--- config.mk ---
export PLATFORM = sky130hd
export DESIGN_NAME = qam16_demod_slicer
export DESIGN_NICKNAME = d
export VERILOG_FILES = /design/src/rtl/qam16_pkg.sv /design/src/rtl/qam16_sym_fifo.sv /design/src/rtl/qam16_demod_slicer.sv
export SDC_FILE = /design/constraint.sdc
export NUM_CORES = 1
export LEC_CHECK = 0
export ABC_AREA = 1
export CAP_MARGIN = 0
export CORE_MARGIN = 5
export CORE_UTILIZATION = 45
export DETAILED_ROUTE_END_ITERATION = 10
export PLACE_DENSITY = 0.73
export SLEW_MARGIN = 15
export SYNTH_ARGS = -nofsm -noshare
export SYNTH_HDL_FRONTEND = slang
export SYNTH_SLANG_ARGS = --single-unit
--- constraint.sdc ---
create_clock -name axi_clk -period 2.3 [get_ports axi_clk]
set_input_delay 0.345 -clock axi_clk [delete_from_list [all_inputs] [get_ports axi_clk]]
set_output_delay 0.345 -clock axi_clk [all_outputs]
set_load 0.02 [all_outputs]
--- src/rtl/qam16_pkg.sv ---
// Shared QAM-16 definitions: constellation levels, Gray mapping and rail slicer.
package qam16_pkg;

  localparam int SAMP_W = 15;

  typedef logic signed [2:0]        qam_lvl_t;
  typedef logic signed [SAMP_W-1:0] samp_t;

  localparam qam_lvl_t LVL_M3 = 3'b101;  // -3
  localparam qam_lvl_t LVL_M1 = 3'b111;  // -1
  localparam qam_lvl_t LVL_P1 = 3'b001;  // +1
  localparam qam_lvl_t LVL_P3 = 3'b011;  // +3

  // One sliced symbol: I and Q levels.
  typedef struct packed {
    qam_lvl_t i;
    qam_lvl_t q;
  } qam_sym_t;

  typedef enum logic {
    ST_IDLE  = 1'b0,
    ST_TRACK = 1'b1
  } trk_state_t;

  // Gray code per rail; adjacent levels differ in one bit.
  function automatic logic [1:0] gray2(input qam_lvl_t lvl);
    logic [1:0] g;
    case (lvl)
      LVL_M3:  g = 2'b00;
      LVL_M1:  g = 2'b01;
      LVL_P1:  g = 2'b11;
      default: g = 2'b10;
    endcase
    return g;
  endfunction

  // Decide the nearest level; zero goes to +1, +/-thresh go to the outer levels.
  function automatic qam_lvl_t slice_lvl(input samp_t v, input int thresh);
    int x;
    qam_lvl_t l;
    x = int'(v);
    if (x >= thresh)      l = LVL_P3;
    else if (x >= 0)      l = LVL_P1;
    else if (x > -thresh) l = LVL_M1;
    else                  l = LVL_M3;
    return l;
  endfunction

endpackage

--- src/rtl/qam16_sym_fifo.sv ---
// Small synchronous FIFO for demapped symbols; show-ahead output, push+pop
// allowed together even when full.
module qam16_sym_fifo #(
  parameter int DEPTH = 4,
  parameter int WIDTH = 4
) (
  input  logic             clk_i,
  input  logic             rst_i,
  input  logic             push_i,
  input  logic [WIDTH-1:0] din_i,
  input  logic             pop_i,
  output logic [WIDTH-1:0] dout_o,
  output logic             full_o,
  output logic             empty_o
);

  localparam int AW = (DEPTH > 1) ? $clog2(DEPTH) : 1;

  logic [WIDTH-1:0] mem_q [DEPTH];
  logic [AW-1:0]    wr_ptr_q, rd_ptr_q;
  logic [AW:0]      cnt_q, cnt_d;
  logic             wr_en, rd_en;

  assign full_o  = (cnt_q == (AW+1)'(DEPTH));
  assign empty_o = (cnt_q == '0);
  // A full FIFO still accepts a push when the head leaves in the same cycle.
  assign wr_en   = push_i && (!full_o || pop_i);
  assign rd_en   = pop_i && !empty_o;
  // Head is forced to zero when empty so the output never shows stale storage.
  assign dout_o  = empty_o ? '0 : mem_q[rd_ptr_q];

  // Occupancy next-state.
  always_comb begin
    cnt_d = cnt_q;
    case ({wr_en, rd_en})
      2'b10:   cnt_d = cnt_q + 1'b1;
      2'b01:   cnt_d = cnt_q - 1'b1;
      default: cnt_d = cnt_q;
    endcase
  end

  // Pointers and count; reset simply forgets any queued entries.
  always_ff @(posedge clk_i) begin
    if (rst_i) begin
      wr_ptr_q <= '0;
      rd_ptr_q <= '0;
      cnt_q    <= '0;
    end else begin
      cnt_q <= cnt_d;
      if (wr_en) wr_ptr_q <= wr_ptr_q + 1'b1;
      if (rd_en) rd_ptr_q <= rd_ptr_q + 1'b1;
    end
  end

  // Storage, no reset needed since pointers define validity.
  always_ff @(posedge clk_i) begin
    if (wr_en) mem_q[wr_ptr_q] <= din_i;
  end

endmodule

--- src/rtl/qam16_demod_slicer.sv ---
// QAM-16 receive slicer: symbol timing tracker, I/Q slicer, Gray demapper and
// output nibble FIFO.
module qam16_demod_slicer
  import qam16_pkg::*;
#(
  parameter int SPS        = 8,
  parameter int PHASE      = 4,
  parameter int THRESH     = 4096,
  parameter int FIFO_DEPTH = 4,
  parameter int GAP_MAX    = 16
) (
  input  logic                     axi_clk,
  input  logic                     axi_rst,
  input  logic                     filt_valid,
  input  logic signed [SAMP_W-1:0] filt_i,
  input  logic signed [SAMP_W-1:0] filt_q,
  output logic                     dout_valid,
  output logic [3:0]               dout,
  input  logic                     dout_ready,
  output logic signed [2:0]        mod_i,
  output logic signed [2:0]        mod_q,
  output logic                     locked,
  output logic                     overflow,
  output logic [15:0]              sym_cnt
);

  localparam int PH_W  = (SPS > 1) ? $clog2(SPS) : 1;
  localparam int GAP_W = $clog2(GAP_MAX + 1);

  trk_state_t       state_q, state_d;
  logic [PH_W-1:0]  phase_q, phase_d, cur_ph;
  logic [GAP_W-1:0] gap_q, gap_d;
  logic             slice_en;

  qam_sym_t         sym_q;
  logic [3:0]       nib_q;
  logic             push_q;
  logic [15:0]      sym_cnt_q;
  logic             ovf_q;

  qam_sym_t         sym_d;
  logic             fifo_full, fifo_empty, pop;

  // Tracker next-state: the first valid sample seen in IDLE is phase 0, so the
  // effective phase in IDLE is zero regardless of the (cleared) counter.
  always_comb begin
    state_d  = state_q;
    phase_d  = phase_q;
    gap_d    = gap_q;
    slice_en = 1'b0;
    cur_ph   = (state_q == ST_TRACK) ? phase_q : '0;
    if (filt_valid) begin
      state_d  = ST_TRACK;
      gap_d    = '0;
      slice_en = (cur_ph == PH_W'(PHASE));
      phase_d  = (cur_ph == PH_W'(SPS - 1)) ? '0 : cur_ph + 1'b1;
    end else if (state_q == ST_TRACK) begin
      if (gap_q == GAP_W'(GAP_MAX - 1)) begin
        state_d = ST_IDLE;
        phase_d = '0;
        gap_d   = '0;
      end else begin
        gap_d = gap_q + 1'b1;
      end
    end
  end

  // Tracker state register.
  always_ff @(posedge axi_clk) begin
    if (axi_rst) begin
      state_q <= ST_IDLE;
      phase_q <= '0;
      gap_q   <= '0;
    end else begin
      state_q <= state_d;
      phase_q <= phase_d;
      gap_q   <= gap_d;
    end
  end

  // Slicer decisions on the current sample.
  always_comb begin
    sym_d.i = slice_lvl(filt_i, THRESH);
    sym_d.q = slice_lvl(filt_q, THRESH);
  end

  // Register the sliced symbol, its nibble and a push strobe one cycle later;
  // a push into a full FIFO with no pop loses the symbol and latches overflow.
  always_ff @(posedge axi_clk) begin
    if (axi_rst) begin
      sym_q     <= '0;
      nib_q     <= '0;
      push_q    <= 1'b0;
      sym_cnt_q <= '0;
      ovf_q     <= 1'b0;
    end else begin
      push_q <= slice_en;
      if (slice_en) begin
        sym_q     <= sym_d;
        nib_q     <= {gray2(sym_d.i), gray2(sym_d.q)};
        sym_cnt_q <= sym_cnt_q + 16'd1;
      end
      if (push_q && fifo_full && !pop) ovf_q <= 1'b1;
    end
  end

  assign pop = dout_valid && dout_ready;

  qam16_sym_fifo #(
    .DEPTH (FIFO_DEPTH),
    .WIDTH (4)
  ) u_fifo (
    .clk_i   (axi_clk),
    .rst_i   (axi_rst),
    .push_i  (push_q),
    .din_i   (nib_q),
    .pop_i   (pop),
    .dout_o  (dout),
    .full_o  (fifo_full),
    .empty_o (fifo_empty)
  );

  assign dout_valid = !fifo_empty;
  assign mod_i      = sym_q.i;
  assign mod_q      = sym_q.q;
  assign locked     = (state_q == ST_TRACK);
  assign overflow   = ovf_q;
  assign sym_cnt    = sym_cnt_q;

endmodule

==> After elaboration in Yosys (flattened, before gate mapping) <==
Memories as Yosys holds them, arrays and structs flattened. A register that Yosys moved wholly into a read port is not among the register bits.
Cells that the tools add are included.
{ "op_classes": {"addsub": 7, "n_lt_le_gt_ge": 6, "n_eq_ne": 12, "n_mux": 24, "n_reduce_logical": 15} }
{ "op_table": {"columns": ["op", "n"], "rows": [
  ["$ge A15 B1 Y1 const B", 2],
  ["$ge A15 B14 Y1 const B", 2],
  ["$gt A15 B13 Y1 const B", 2],
  ["$mux W3", 9],
  ["$eq A3 B3 Y1 const B", 7],
  ["$add A16 B1 Y16 const B", 1],
  ["$pmux W2 S3", 2],
  ["$mux W2", 4],
  ["$add A3 B1 Y3 const B", 2],
  ["$eq A3 B1 Y1 const B", 2],
  ["$mux W1", 6],
  ["$pmux W3 S2", 1],
  ["$reduce_bool A2 Y1", 3],
  ["$add A5 B1 Y5 const B", 1],
  ["$eq A5 B4 Y1 const B", 1],
  ["$logic_and A1 B1 Y1", 5],
  ["$mux W5", 1],
  ["$add A2 B1 Y2 const B", 2],
  ["$mux W4", 1],
  ["$logic_not A1 Y1", 3],
  ["$logic_not A3 Y1", 1],
  ["$sub A3 B1 Y3 const B", 1],
  ["$eq A2 B1 Y1 const B", 1],
  ["$eq A2 B2 Y1 const B", 1],
  ["other kinds (3)", 3]
]} }
{ "totals": {"reg_bits": 44, "ramBits": 16, "in_bits": 34, "output_inout_bits": 29, "elab_cells": 77, "n_memories": 1} }
{ "memory_table": {"columns": ["name", "words", "word_bits", "read_ports", "rd_ports_with_merged_regs", "wr", "line", "text"], "rows": [
  ["u_fifo.mem_q", 4, 4, 1, 1, 1, "qam16_sym_fifo.sv:19", "logic [WIDTH-1:0] mem_q [DEPTH];"]
]} }

==> Logic depth before layout (Yosys ltp) <==
Gate-level depths: netlist of run 1.
{ "depth": {"ltp_word": 7, "ltp_mapped": 11, "depth_no_buf": 11} }

==> Cells and area by module <==
Synthesis of run 1 repeated with hierarchy kept, for this count alone.
{ "unflattened": {"cells_unflattened": 376, "area_unflattened_um2": 2917.8} }
{ "modules_own_cells": {"columns": ["mod", "n_inst", "cells_each", "area_each_um2", "seq_area_each_um2"], "rows": [
  ["qam16_demod_slicer", 1, 255, 1778.0, 720.7],
  ["qam16_sym_fifo", 1, 121, 1139.8, 660.6]
]} }

==> Least setup slack after synthesis of run 1 <==
OpenSTA, ideal clock, no wires.
{ "synth_path": {"kind": "reg-to-reg", "start": "register u_fifo.cnt_q[0]", "end": "register u_fifo.cnt_q[2]", "setup_time_ns": 0.122, "arrival_ns": 1.860, "t_required_ns": 2.178, "setup_slack_ns": 0.318, "path_stages_with_launch": 12, "n_path_buf": 0, "period_less_slack_ns": 1.982, "path_cell_list": "dfxtp_1 nor2_1 nand2_1 inv_1 nor2_2 ha_1 inv_1 fa_1 a21oi_1 o21ai_0 o21ai_0 a21oi_1"} }
{ "synth_between": {"word_cells_on_any_way": 14, "classes_between": "add/sub: 2; eq/ne: 3; mux: 1; reduce/logical: 8"} }
{ "synth_lines": {"columns": ["element", "line", "text"], "rows": [
  ["start, declared", "qam16_sym_fifo.sv:21", "logic [AW:0] cnt_q, cnt_d;"],
  ["start signal, assigned", "qam16_sym_fifo.sv:49", "cnt_q <= cnt_d;"],
  ["$logic_not A3 Y1 *", "qam16_sym_fifo.sv:25", "assign empty_o = (cnt_q == '0);"],
  ["$logic_not A1 Y1 *", "qam16_demod_slicer.sv:123", "assign dout_valid = !fifo_empty;"],
  ["net dout_valid", "qam16_demod_slicer.sv:17", "output logic dout_valid,"],
  ["$logic_and A1 B1 Y1", "qam16_demod_slicer.sv:107", "assign pop = dout_valid && dout_ready;"],
  ["$logic_and A1 B1 Y1 *", "qam16_sym_fifo.sv:28", "assign rd_en = pop_i && !empty_o;"],
  ["net u_fifo.rd_en", "qam16_sym_fifo.sv:22", "logic wr_en, rd_en;"],
  ["$eq A2 B1 Y1 / $eq A2 B2 Y1 (equally long branches)", "qam16_sym_fifo.sv:35", "case ({wr_en, rd_en})"],
  ["$pmux W3 S2 / $reduce_bool A2 Y1 (equally long branches)", null, null]
]} }
The timed path passes the listed nets; every way through them passes the cells marked *.
A chain may end at the register's enable or synchronous reset.

==> summary.txt, run 1 <==
Outcome
  • Status: finished, final reports clean

Placed design
  • Port Buf Inserts: 62
  • Post-DP HPWL: 4530 um
  • DP Cell Count: 494
  • RePlAce Congestion: 0.810
  • Placed cell areas: 0.00353 mm^2

Synthesis
  • Synth area leaders: dfxtp_1 32%, edfxtp_1 17%, nor2_1 8.7%
  • Seq/Total Area, Yosys: 48.8%
  • Syn Nets: 403
  • Post-Synthesis Cells: 359
  • Synth Area in Simple Gates: 25.4%
  • Synth top area share: 31.8%
  • Cell with the most instances after synthesis: nor2_1
  • Synth Cell Area: 0.00283 mm^2
  • Primary FF master, synth: dfxtp_1
  • Combinational family with the most area after synthesis: simple AND/OR/NAND/NOR gates
  • Synth top cells by count: 66 x nor2_1, 49 x inv_1, 45 x dfxtp_1, 45 x nand2_1, 39 x a21oi_1
  • Synth unique cells: 25
  • Asr flop ratio synth: 0%
  • Largest area contributor in the netlist: dfxtp_1
  • Mux contribution to synthesized area: 0%
  • Synth Area in Compound Gates: 12.4%
  • Synth Area in Adders: 4.68%
  • #FFs+latches synth: 61
  • Avg Cell Area, Syn: 7.89 um^2
  • Post-synth EDFFs: 16
  • Xor/xnor share of the synthesized area: 0.619%
  • Ys Warns: 0

Final layout
  • Nets@finish: 472
  • Non-Filler Instances: 510
  • Util after Layout: 59.9%
  • Multi-input logic area: 0.00122 mm^2
  • Fraction of layout cells with a size suffix above 1: 7.85%
  • Fillcell total: 535
  • Area delta synth->final: 32.1%
  • FF/Latch Area: 0.00138 mm^2
  • Post-route cell area: 0.00374 mm^2
  • Antenna cells: 0

STA
  • Final hold violations: 0
  • TNS Setup: 0 ns
  • Final setup fails: 0
  • Setup Skew: 0.00806 ns
  • Period minus WS final: 2.13 ns
  • Fin crit share: 92.7%
  • Worst Tran Pin Value: 0.436 ns
  • RSZ-0062 raised after global routing: no
  • Relative slew slack: 70.9%
  • F_max: 469 MHz
  • Final Slew Violations: 0

Worst setup path
  • Worst setup path class: register to primary output
  • CP max FO: 5
  • CP startpoint kind: register
  • Launching point of the worst reg2reg path: u_fifo.cnt_q[0]
  • Worst EP required: 1.96 ns
  • FF-to-FF setup slack: 0.35 ns
  • Worst r2r path cells: 11
  • Critical Path AT: 1.79 ns
  • Reg2reg end: u_fifo.cnt_q[2]
  • CP endpoint kind: primary output

Power and ir drop
  • Internal Power: 1.78 mW
  • Power share of the sequential group: 48.6%
  • Peak VDD IR: 0.000422 V
  • Sw Pwr: 553 uW
  • Overall Power: 2.34 mW
  • Sw Ratio: 23.7%
  • Comb pwr share: 10.2%
  • P_leak: 1.47 nW
  • Pwr Density: 625 mW/mm^2
  • Clock Power Share: 41.2%

Clocking
  • CTS max path bufs: 2
  • Hold Buf Count CTS: 0
  • Post-CTS Setup Inserts: 0
  • CTS tree: yes
  • H-tree depth: 3
  • CTS Root Cell: clkbuf_8
  • Clk Latency, worst-skew pair: 0.34 ns
  • Clk pin slew, worst setup/hold paths: 0.07 ns
  • CTS buffer count: 9
  • Clock sinks: 61

Floorplanning
  • Die width: 89.3 um
  • Initial cell density of the core: 45.4%
  • Total core area: 0.00624 mm^2
  • Ports: 63
  • Die height: 89.3 um
  • Std-Cell Rows: 29
  • Die Area: 0.00798 mm^2

Detailed routing
  • DRT Pass-1 Iters: 4
  • Final ANT Viol Nets: 0
  • Via count: 2441
  • Via/cell ratio: 4.79
  • Initial DRC count: 76
  • Drt wl/cell: 11.9 um
  • Routed Wire Length: 6060 um
  • DR DRC count: 0

Job
  • Max-cap violations: 0

Global route
  • Largest net degree at the start of global routing: 17
  • Vias in the first global route: 2340
  • First-pass GRT wire length: 10300 um
  • Tot GR Track Use: 16.7%
  • Initial antenna violation count: 0
  • GRT Residual Overflow: 0

Min path
  • Hold depth: 2
  • Worst hold path class: register to register
  • Hold Startpoint: overflow
  • Hold EP: overflow
placed cells by master, fill, tap and decap left out, types with 2 or more instances in the layout:
cell type	synthesis	layout
clkdlybuf4s50_1	0	61
nand4_1	6	6
nand2_1	45	45
ha_1	9	9
nor2_4	2	2
xor2_1	2	2
nand2_2	2	2
nor2_2	4	4
dfxtp_1	45	44
o21ai_0	31	31
edfxtp_1	16	16
nand3_1	19	19
clkinv_2	0	2
clkbuf_8	0	11
nor3b_1	2	2
inv_1	49	49
nand2_4	2	2
buf_4	3	4
nor3_1	7	7
a21oi_1	39	39
nor2_1	66	66
layer usage:
layer  global-route usage, %  part of all wire (%)  up-vias
met5                       0                     0        -
met4                    5.01                   1.3        0
met3                    6.27                   4.6       11
met2                    29.1                    50       40
met1                    19.1                    44     1093
li1                        -                     -     1297
sequential cells by signal, summed over array words and instances (netlist names), named ones only:
register and count:
gap_q 5, push_q 1, mod_i 3, u_fifo.mem_q 16
u_fifo.cnt_q 3, phase_q 3, locked 1, sym_cnt 16
u_fifo.rd_ptr_q 2, mod_q 2, nib_q 4, overflow 1
u_fifo.wr_ptr_q 2
logic make-up after synthesis:
kind of cell    count (synthesis)
buf+inv                        58
fa+ha+maj                      10
xor+xnor                        2
simple gates                  158
compound gates                 70
flops                          61
what timing repair did:
| item | in CTS | in global routing |
|---|---|---|
| setup endpoints to repair | 0 | 4 |
| resized for setup | 0 | 2 |
| hold endpoints to repair | 0 | 0 |
per-stage QoR:
stage / setup slack, ns / hold slack, ns
detailed placement: 0.0811 / 0.451
global placement: 0.144 / 0.454
floorplan: 0.318 / 0.414
global route: 0.0155 / 0.492
CTS: 0.0678 / 0.464
finish: 0.169 / 0.456
power by group through the flow:
| stage | logic (mW) | clock network [mW] | registers (mW) |
|---|---|---|---|
| 6_report | 0.237 | 0.964 | 1.14 |
| 5_1_grt | 0.265 | 1.05 | 1.14 |
| 4_1_cts | 0.239 | 0.979 | 1.13 |
| 3_5_place_dp | 0.237 | 0 | 1.16 |
| 3_3_place_gp | 0.229 | 0 | 1.16 |
| 2_1_floorplan | 0.132 | 0 | 1.15 |
cell type report:
class | instances | area share, %
clock buffer | 12 | 4.15
clock inverter | 4 | 1.27
inverter | 50 | 5.02
timing repair buffer | 66 | 17.5
sequential | 61 | 37.0
multi-input combinational | 240 | 32.6
tap | 77 | 2.58
worst max-delay path by stage:
stage                          from         endpoint  slack (ns)
floorplan           u_fifo.cnt_q[0]  u_fifo.cnt_q[2]        0.32
global placement         dout_ready  u_fifo.cnt_q[2]        0.14
detailed placement       dout_ready  u_fifo.cnt_q[2]        0.08
CTS                        register          dout[1]        0.07
global route               register          dout[3]        0.02
finish                     register          dout[0]        0.17
worst max-delay path: stages, from the launching register on:
cell and delay [ns]:
dfxtp_1 0.39, inv_1 0.11, nor2_1 0.10, o21ai_0 0.09, a21oi_1 0.14, clkdlybuf4s50_1 0.62
Note: power is estimated with default switching activity, not from simulation.
==> inputs of run 2 (changes only) <==
- GPL_TIMING_DRIVEN: unset -> 0
==> summary.txt, run 2 (synthesized netlist as in run 1, its figures left out) <==
Placed design
  • Port Buf Inserts: 62 (unchanged)
  • Post-DP HPWL: 4660 um (was 4530 um)
  • RePlAce Congestion: 0.885 (was 0.810)

Clocking
  • Clk pin slew, worst setup/hold paths: 0.07 ns (about the same)
  • CTS tree: yes (unchanged)
  • Hold Buf Count CTS: 0 (unchanged)
  • Post-CTS Setup Inserts: 0 (unchanged)
  • CTS buffer count: 9 (unchanged)
  • Clock sinks: 61 (unchanged)
  • H-tree depth: 3 (unchanged)
  • CTS max path bufs: 2 (unchanged)
  • Clk Latency, worst-skew pair: 0.33 ns (was 0.34 ns)
  • CTS Root Cell: clkbuf_8 (unchanged)

Final layout
  • Fillcell total: 567 (was 535)
  • Area delta synth->final: 32.7% (was 32.1%)
  • Util after Layout: 60.2% (was 59.9%)
  • Nets@finish: 475 (was 472)
  • Multi-input logic area: 0.00123 mm^2 (was 0.00122 mm^2)
  • FF/Latch Area: 0.00138 mm^2 (unchanged)
  • Fraction of layout cells with a size suffix above 1: 8.49% (was 7.85%)
  • Commonest non-fill, non-tap cell in the layout: nor2_1 (unchanged)
  • Antenna cells: 0 (unchanged)
  • Most frequent cells in the layout: 66 x nor2_1, 60 x clkdlybuf4s50_1, 49 x inv_1 (was 66 x nor2_1, 61 x clkdlybuf4s50_1, 49 x inv_1)

Job
  • Max-cap violations: 0 (unchanged)

STA
  • Final Slew Violations: 0 (unchanged)
  • Fin crit share: 91.9% (was 92.7%)
  • Worst Tran Pin Value: 0.482 ns (was 0.436 ns)
  • Period minus WS final: 2.11 ns (was 2.13 ns)
  • Hold Worst Slack: 0.470 ns (was 0.456 ns)
  • RSZ-0062 raised after global routing: no (unchanged)
  • Final hold violations: 0 (unchanged)
  • F_max: 473 MHz (was 469 MHz)
  • Final setup fails: 0 (unchanged)
  • Relative slew slack: 67.9% (was 70.9%)
  • Setup Skew: 0.00785 ns (was 0.00806 ns)

Detailed routing
  • Initial DRC count: 118 (was 76)
  • DR DRC count: 0 (unchanged)
  • Routed Wire Length: 6090 um (was 6060 um)
  • Drt wl/cell: 11.9 um (about the same)
  • Final ANT Viol Nets: 0 (unchanged)
  • DRT Pass-1 Iters: 4 (unchanged)
  • Via count: 2463 (was 2441)
  • Via/cell ratio: 4.80 (was 4.79)

Global route
  • Tot GR Track Use: 16.6% (was 16.7%)
  • Largest net degree at the start of global routing: 13 (was 17)
  • GRT Residual Overflow: 0 (unchanged)
  • First-pass GRT wire length: 10300 um (about the same)
  • Initial antenna violation count: 0 (unchanged)
  • Vias in the first global route: 2375 (was 2340)

Worst setup path
  • FF-to-FF setup slack: 0.23 ns (was 0.35 ns)
  • Reg2reg end: u_fifo.cnt_q[2] (unchanged)
  • Worst setup path class: register to primary output (unchanged)
  • Crit path max-delay family: buffers and inverters (unchanged)
  • Crit-path slowest cell: clkdlybuf4s50_1 (unchanged)
  • Critical path buffers and inverters: 2 (unchanged)
  • Slowest stage delay, CP: 0.61 ns (was 0.62 ns)
  • Worst EP required: 1.96 ns (about the same)
  • Launching point of the worst reg2reg path: u_fifo.cnt_q[0] (unchanged)
  • Critical Path AT: 1.77 ns (was 1.79 ns)
  • CP startpoint kind: register (unchanged)
  • CP endpoint kind: primary output (unchanged)
  • Worst r2r path cells: 11 (unchanged)
  • CP max FO: 5 (unchanged)
  • Cell Chain, Critical Path: inv_1, nor2_1, o21ai_0, a21oi_1, clkdlybuf4s50_1 (unchanged)

Outcome
  • Status: finished, final reports clean (unchanged)

Min path
  • Hold EP: overflow (unchanged)
  • Hold Startpoint: overflow (unchanged)
  • Hold depth: 2 (unchanged)
  • Worst hold path class: register to register (unchanged)

Floorplanning
  • Die height: 89.3 um (unchanged)
  • Std-Cell Rows: 29 (unchanged)
  • Die Area: 0.00798 mm^2 (unchanged)
  • Ports: 63 (unchanged)
  • Total core area: 0.00624 mm^2 (unchanged)
  • Die width: 89.3 um (unchanged)
  • Initial cell density of the core: 45.4% (unchanged)

Power and ir drop
  • Pwr Density: 614 mW/mm^2 (was 625 mW/mm^2)
  • P_leak: 1.48 nW (was 1.47 nW)
  • Peak VDD IR: 0.000419 V (was 0.000422 V)
run 2: metrics by stage:
step | power, mW | instance area, um^2 | setup slack (ns) | std cells | setup TNS [ns]
final | 2.31 | 3760 | 0.187 | 513 | 0
after detailed placement | 1.40 | 3550 | -0.142 | 498 | -0.142
after global placement | 1.39 | 3550 | -0.0924 | 498 | -0.0924
after floorplan | 1.28 | 2830 | 0.318 | 359 | 0
after CTS | 2.33 | 3740 | 0.0739 | 513 | 0
after global routing | 2.41 | 3760 | 0.0152 | 513 | 0
run 2: how the worst max path moves through the flow:
stage / end / depth (start not counted) / startpoint / slack [ns]
finish: dout[3] / 5 / register / 0.19
global route: u_fifo.cnt_q[2] / 11 / u_fifo.cnt_q[0] / 0.02
CTS: dout[2] / 4 / register / 0.07
detailed placement: u_fifo.cnt_q[2] / 11 / dout_ready / -0.14
global placement: u_fifo.cnt_q[2] / 11 / dout_ready / -0.09
floorplan: u_fifo.cnt_q[2] / 11 / u_fifo.cnt_q[0] / 0.32
run 2: timing repair:
item,4_1_cts,5_1_grt
endpoints found under the setup margin,4,4
resized for setup,0,5
pin swaps,0,0
run 2: power by group:
part	internal (mW)	switching, mW	total [mW]
Clock	0.501	0.434	0.934
Sequential	1.11	0.0187	1.13
Combinational	0.113	0.129	0.241
run 2: cell type report:
| type | count | share of cell area, % |
|---|---|---|
| sequential | 61 | 36.8 |
| inverter | 50 | 4.99 |
| clock inverter | 7 | 2.03 |
| tap | 77 | 2.56 |
| multi-input combinational | 240 | 32.6 |
| timing repair buffer | 62 | 16.6 |
| clock buffer | 9 | 3.30 |
| buffer | 7 | 1.07 |
run 2: worst reg2reg max path: stages (launching register included):
cell     delay, ns
dfxtp_1       0.37
nor2_1        0.09
nand2_1       0.10
inv_1         0.12
nor2_4        0.16
ha_1          0.17
inv_1         0.07
fa_1          0.38
a21oi_1       0.16
o21ai_0       0.12
o21ai_0       0.16
a21oi_1       0.05
run 2: per-layer routing:
metal	share of wire, %	vias to the layer above	global-route usage [%]	wire length (um)
li1	-	1314	-	-
met1	45	1099	20.0	2710
met2	50	41	28.6	3070
met3	3.8	9	3.69	231
met4	1.2	0	6.77	76
met5	0	-	0	0
